<file path="config.mk">
export PLATFORM = sky130hd
export DESIGN_NAME = build_info_reader_flat
export DESIGN_NICKNAME = d
export VERILOG_FILES = /design/src/rtl/build_info_reader_if.sv /design/src/rtl/build_info_reader.sv /design/src/flat_wrapper.sv
export SDC_FILE = /design/constraint.sdc
export NUM_CORES = 1
export LEC_CHECK = 0
export ABC_AREA = 1
export BUFFER_PORTS_ARGS = -buffer_cell sky130_fd_sc_hd__buf_2
export CORE_ASPECT_RATIO = 0.9
export CORE_MARGIN = 5
export CORE_UTILIZATION = 52
export DETAILED_ROUTE_END_ITERATION = 8
export GPL_TIMING_DRIVEN = 0
export PLACE_DENSITY = 0.77
export SLEW_MARGIN = 20
export SYNTH_ARGS = -nofsm -noshare
export SYNTH_HDL_FRONTEND = slang
export SYNTH_SLANG_ARGS = --single-unit
</file>
<file path="constraint.sdc">
create_clock -name clk -period 4.6 [get_ports clk]
set_input_delay 0.23 -clock clk [delete_from_list [all_inputs] [get_ports clk]]
set_output_delay 0.23 -clock clk [all_outputs]
set_load 0.01 [all_outputs]
</file>
<file path="src/rtl/build_info_reader_if.sv">
// Register read port between the PS/debug master and build_info_reader.
interface build_info_reader_if;
    logic        rd_req;
    logic [2:0]  rd_addr;
    logic        rd_ack;
    logic [31:0] rd_data;

    modport master (
        output rd_req,
        output rd_addr,
        input  rd_ack,
        input  rd_data
    );

    modport slave (
        input  rd_req,
        input  rd_addr,
        output rd_ack,
        output rd_data
    );
endinterface

</file>
<file path="src/rtl/build_info_reader.sv">
// build_info_reader: captures the git hash and a stable USR_ACCESS word once,
// decodes the bitgen timestamp and serves everything through a 1-cycle read port.
// Optional feature macro: BUILD_INFO_DECODE_EN (timestamp decode, addrs 4/5, date_err).
module build_info_reader #(
    parameter int unsigned SYNC_STAGES   = 2,
    parameter int unsigned STABLE_CYCLES = 4,
    parameter logic [31:0] MAGIC         = 32'h42494E46
) (
    input  logic                clk,
    input  logic                rst,
    input  logic [63:0]         hash_i,
    input  logic [31:0]         usr_data_i,
    input  logic                usr_valid_i,
    build_info_reader_if.slave  rd,
    output logic                info_valid_o
);

    localparam int unsigned CNT_W  = 8;
    localparam int unsigned CNT_W1 = CNT_W + 1;

    typedef enum logic [1:0] {
        S_WAIT = 2'd0,
        S_STAB = 2'd1,
        S_DONE = 2'd2
    } state_e;

    state_e                 state_q, state_d;
    logic [SYNC_STAGES-1:0] sync_q;
    logic                   vld_s;
    logic [31:0]            sample_q, sample_d;
    logic [CNT_W-1:0]       cnt_q, cnt_d;
    logic [CNT_W1-1:0]      cnt_inc;
    logic                   capture;
    logic [31:0]            raw_q;
    logic [63:0]            hash_q;
    logic                   info_valid_q;
    logic                   rd_ack_q;
    logic [31:0]            rd_data_q, rd_data_d;
    logic                   date_err;
    logic [31:0]            date_word;
    logic [31:0]            time_word;

    // DATAVALID is asynchronous to clk: plain flop-chain synchroniser
    always_ff @(posedge clk or posedge rst) begin
        if (rst) begin
            sync_q <= '0;
        end else begin
            sync_q <= {sync_q[SYNC_STAGES-2:0], usr_valid_i};
        end
    end

    assign vld_s   = sync_q[SYNC_STAGES-1];
    assign cnt_inc = {1'b0, cnt_q} + CNT_W1'(1);

    // Capture FSM next-state: wait for valid, require a run of identical samples, then lock
    always_comb begin
        state_d  = state_q;
        sample_d = sample_q;
        cnt_d    = cnt_q;
        capture  = 1'b0;
        unique case (state_q)
            S_WAIT: begin
                if (vld_s) begin
                    state_d  = S_STAB;
                    sample_d = usr_data_i;
                    cnt_d    = CNT_W'(1);
                end
            end
            S_STAB: begin
                if (!vld_s) begin
                    state_d = S_WAIT;
                    cnt_d   = '0;
                end else if (usr_data_i == sample_q) begin
                    cnt_d = cnt_inc[CNT_W-1:0];
                    if (cnt_inc >= CNT_W1'(STABLE_CYCLES)) begin
                        state_d = S_DONE;
                        capture = 1'b1;
                    end
                end else begin
                    sample_d = usr_data_i;
                    cnt_d    = CNT_W'(1);
                end
            end
            S_DONE: begin
                state_d = S_DONE;
            end
            default: begin
                state_d = S_WAIT;
            end
        endcase
    end

    // Capture state and captured identity registers
    always_ff @(posedge clk or posedge rst) begin
        if (rst) begin
            state_q      <= S_WAIT;
            sample_q     <= '0;
            cnt_q        <= '0;
            raw_q        <= '0;
            hash_q       <= '0;
            info_valid_q <= 1'b0;
        end else begin
            state_q      <= state_d;
            sample_q     <= sample_d;
            cnt_q        <= cnt_d;
            info_valid_q <= (state_d == S_DONE);
            if (capture) begin
                raw_q  <= sample_q;
                hash_q <= hash_i;
            end
        end
    end

`ifdef BUILD_INFO_DECODE_EN
    logic [4:0]  dec_day;
    logic [3:0]  dec_month;
    logic [15:0] dec_year;
    logic [4:0]  dec_hour;
    logic [5:0]  dec_min;
    logic [5:0]  dec_sec;

    assign dec_day   = raw_q[31:27];
    assign dec_month = raw_q[26:23];
    assign dec_year  = 16'd2000 + 16'(raw_q[22:17]);
    assign dec_hour  = raw_q[16:12];
    assign dec_min   = raw_q[11:6];
    assign dec_sec   = raw_q[5:0];

    // Out-of-range fields are flagged but still reported as-is
    assign date_err  = (state_q == S_DONE) &&
                       ((dec_month == 4'd0) || (dec_month > 4'd12) || (dec_day == 5'd0) ||
                        (dec_hour > 5'd23) || (dec_min > 6'd59) || (dec_sec > 6'd59));
    assign date_word = {dec_year, 4'h0, dec_month, 3'h0, dec_day};
    assign time_word = {11'h0, dec_hour, 2'h0, dec_min, 2'h0, dec_sec};
`else
    assign date_err  = 1'b0;
    assign date_word = 32'h0;
    assign time_word = 32'h0;
`endif

    // Read mux; captured values are masked until capture completes, data holds between acks
    always_comb begin
        rd_data_d = rd_data_q;
        if (rd.rd_req) begin
            unique case (rd.rd_addr)
                3'd0:    rd_data_d = info_valid_q ? hash_q[31:0]  : 32'h0;
                3'd1:    rd_data_d = info_valid_q ? hash_q[63:32] : 32'h0;
                3'd2:    rd_data_d = info_valid_q ? raw_q         : 32'h0;
                3'd3:    rd_data_d = {24'h0, date_err, 3'b0, state_q, 1'b0, info_valid_q};
                3'd4:    rd_data_d = info_valid_q ? date_word     : 32'h0;
                3'd5:    rd_data_d = info_valid_q ? time_word     : 32'h0;
                3'd6:    rd_data_d = MAGIC;
                default: rd_data_d = 32'h0;
            endcase
        end
    end

    // Read port registers: ack one cycle after each request
    always_ff @(posedge clk or posedge rst) begin
        if (rst) begin
            rd_ack_q  <= 1'b0;
            rd_data_q <= '0;
        end else begin
            rd_ack_q  <= rd.rd_req;
            rd_data_q <= rd_data_d;
        end
    end

    assign rd.rd_ack    = rd_ack_q;
    assign rd.rd_data   = rd_data_q;
    assign info_valid_o = info_valid_q;

endmodule

</file>
<file path="src/flat_wrapper.sv">
// flat-port wrapper written by rule: the top's interface ports become plain ports
module build_info_reader_flat 
#(
    parameter int unsigned SYNC_STAGES   = 2,
    parameter int unsigned STABLE_CYCLES = 4,
    parameter logic [31:0] MAGIC         = 32'h42494E46
)
  (clk, rst, hash_i, usr_data_i, usr_valid_i, info_valid_o, rd_rd_req, rd_rd_addr, rd_rd_ack, rd_rd_data);
  build_info_reader_if rd_i ();
  input  logic clk;
  input  logic rst;
  input  logic [63:0] hash_i;
  input  logic [31:0] usr_data_i;
  input  logic usr_valid_i;
  output logic info_valid_o;
  input wire logic [$bits(rd_i.rd_req)-1:0] rd_rd_req;
  input wire logic [$bits(rd_i.rd_addr)-1:0] rd_rd_addr;
  output wire logic [$bits(rd_i.rd_ack)-1:0] rd_rd_ack;
  output wire logic [$bits(rd_i.rd_data)-1:0] rd_rd_data;
  assign rd_i.rd_req = rd_rd_req;
  assign rd_i.rd_addr = rd_rd_addr;
  assign rd_rd_ack = rd_i.rd_ack;
  assign rd_rd_data = rd_i.rd_data;
  build_info_reader #(.SYNC_STAGES(SYNC_STAGES), .STABLE_CYCLES(STABLE_CYCLES), .MAGIC(MAGIC)) u_core (.clk(clk), .rst(rst), .hash_i(hash_i), .usr_data_i(usr_data_i), .usr_valid_i(usr_valid_i), .rd(rd_i), .info_valid_o(info_valid_o));
endmodule
</file>
==> out/qor.yml <==
logic_synthesis:
  synthMostInstantiatedCell: "nand2_1"
  synth-edff-count: 0
  yosys.area.top_type_share: 0.501
  netlist_area_sq_um: 8700
  yosysUniqueCellTypes: 29
  netlist_top_cells_area: "dfrtp_1 50%, nand2_1 22%, nand4_1 7.0%"
  ys_seq_elements: 174
  syn_inst: 1158
  synth_common_cells: "518 x nand2_1, 174 x dfrtp_1, 115 x nand3_1"
  synth_largest_area_cell: "dfrtp_1"
  synth_fp_nets: 1263
  syn_avg_cell_area_sq_um: 7.51
  synthArstFlopShare: 1.00
  yosysSeqAreaShare: 0.501
  synth_ff_type: "dfrtp_1"
  yosys_warnings: 0
global_route:
  grt_overflow: 0
  grt_pass1_wl_microns: 40600
  antenna_found_initial: 0
  track_usage: 0.261
  grt_max_degree: 34
  first_global_vias: 7844
clock_network:
  cts_resized: 0
  cts_buffer_depth: 2
  clkSinkCount: 174
  numCtsBuffers: 17
  cts_hold_buf: 3
  cts_tree: "yes"
  clk_pin_slew_ps: 70
  ctsRootBufferMaster: "clkbuf_16"
  insertion_delay_ps: 440
  post_cts_buffers: 0
  htree_levels: 4
place:
  dp_hpwl_microns: 18900
  io_buffers: 135
  place_congestion: 0.961
hold_path:
  hold_path_class: "input pin to flip-flop"
worst_setup_path:
  path_cells: "inv_1 > nor3_2 > clkbuf_1 > buf_1 > nand4_1 > nand2_1"
  crit_fanout: 10
  crit_path_start_kind: "flip-flop"
  worst-path-buf-inv: 3
  end_kind: "flip-flop"
  path_delay_family: "simple AND/OR/NAND/NOR gates"
  critPathRequiredTime_ps: 4970
  critPathArrivalTime_ps: 2990
  critPathSlowestCell: "nor3_2"
  worstSetupPathType: "flip-flop to flip-flop"
  cpPeakStageDelay_ps: 870
sta:
  setup_violations: 0
  rsz0062_at_grt: "false"
  worstMarginPinSlew_ps: 1070
  tns_ps: 0
  hold_slack_ps: 38.2
  clock-skew-final_ps: 9.26
  drv_slew: 0
  hold_viol: 0
  fmax_ghz: 0.382
  finalCritPeriodShare: 0.570
  relSlewSlack: 0.281
  fin_crit_ps: 2620
layout:
  n_antenna_cell: 0
  drive_gt1_frac: 0.154
  fin_nets: 1426
  area_growth_pct: 19.3
power_and_ir_drop:
  p_leak_nw: 5.85
  power.density_nw_per_um2: 321
  ir_drop_mv: 0.273
floorplanning:
  core-area_sq_um: 16300
  start_util: 0.534
  die_w_microns: 146
  die_h_microns: 133
  io_pins: 137
  dieArea_sq_um: 19400
  fp-row-count: 44
routing:
  vias: 8427
  dr.pass1.iters: 7
  avgRoutedWirePerCell_microns: 16.2
  via_per_inst: 5.47
  drtAntennaViolNets: 0
  drt-initial-drc-count: 859
  drc: 0
  drt_wl_total_microns: 25000
status:
  status: "completed"
run:
  cap_violations: 0
-- state kept, by name, summed over array words and instances (netlist names) --
register,count
u_core.info_valid_o,1
u_core.raw_q,32
u_core.cnt_q,8
u_core.rd.rd_ack,1
u_core.state_q,2
u_core.rd.rd_data,32
u_core.hash_q,64
u_core.sample_q,32
u_core.sync_q,2
-- worst min-delay path, cell delays in order --
cell     delay, ps
buf_2           70
nand4_1         80
nand2_1         70
-- worst paths after layout --
check / to / slack (ps) / depth (start not counted) / start
max reg2reg: u_core.raw_q[28]$_DFFE_PP0P_ / 1980 / 6 / u_core.state_q[0]$_DFF_PP0_
max: u_core.raw_q[28]$_DFFE_PP0P_ / 1980 / 6 / u_core.state_q[0]$_DFF_PP0_
max in group asynchronous: u_core.sample_q[19]$_DFFE_PP0P_ / 3520 / 6 / rst
min in group asynchronous: u_core.rd.rd_ack$_DFF_PP0_ / 260 / 3 / rst
min: u_core.hash_q[20]$_DFFE_PP0P_ / 40 / 3 / hash_i[20]
min reg2reg: u_core.sync_q[1]$_DFF_PP0_ / 350 / 0 / u_core.sync_q[0]$_DFF_PP0_
-- layer usage --
| metal | global-route usage | up-vias | wire length, microns |
|---|---|---|---|
| met5 | 0 | - | 0 |
| met3 | 0.0605 | 54 | 2090 |
| met4 | 0.0747 | 0 | 522 |
| met1 | 0.368 | 3939 | 11100 |
| met2 | 0.407 | 363 | 11300 |
| li1 | - | 4071 | - |
-- layout make-up --
| class | instances | area [sq um] |
|---|---|---|
| Buffer | 69 | 299 |
| Clock buffer | 18 | 439 |
| Clock inverter | 14 | 141 |
| Fill cell | 1439 | 5920 |
| Inverter | 84 | 319 |
| Multi-Input combinational cell | 831 | 3730 |
| Sequential cell | 174 | 4350 |
| Tap cell | 207 | 259 |
| Timing Repair Buffer | 144 | 833 |
-- stage by stage --
step	total power, W	cells	instance area (sq um)	util	setup WS [ps]
after floorplan	0.00180	1158	8700	-	2150
after global routing	0.00347	1541	10400	0.637	1830
after detailed placement	0.00194	1506	9770	0.599	2060
after global placement	0.00191	1500	9640	0.591	1080
after CTS	0.00334	1541	10400	0.637	2030
final	0.00333	1541	10400	0.637	1980
-- layout by cell type, fill, tap and decap left out, types with 2 or more instances in the layout --
cell type and count:
nor2_1 46, nand4_1 98, dlygate4sd3_1 3, nand3_1 115
ha_1 2, clkbuf_16 17, buf_1 6, clkbuf_1 43
buf_2 152, clkinvlp_4 2, xnor2_1 6, inv_1 78
buf_6 2, buf_12 5, o21bai_1 2, inv_8 5
clkinv_4 3, inv_2 5, a22o_1 18, xor2_1 3
o21ai_0 12, inv_6 4, dfrtp_1 174, nand2_1 518
-- cell families (layout without fill, tap and decap cells) --
kind of cell    Yosys count  in the layout  share of synthesized area
simple gates            784            784                      0.386
compound gates           36             36                     0.0305
buf+inv                 153            329                     0.0706
flops                   174            174                      0.501
xor+xnor                  9              9                    0.00906
fa+ha+maj                 2              2                    0.00288
-- power by group --
group	internal (W)	total [W]	switching [W]
clock network	0.000738	0.00142	0.000685
registers	0.00156	0.00160	0.0000424
logic	0.000110	0.000305	0.000195
total	0.00241	0.00333	0.000923
Power figures use the tool's default switching activity.
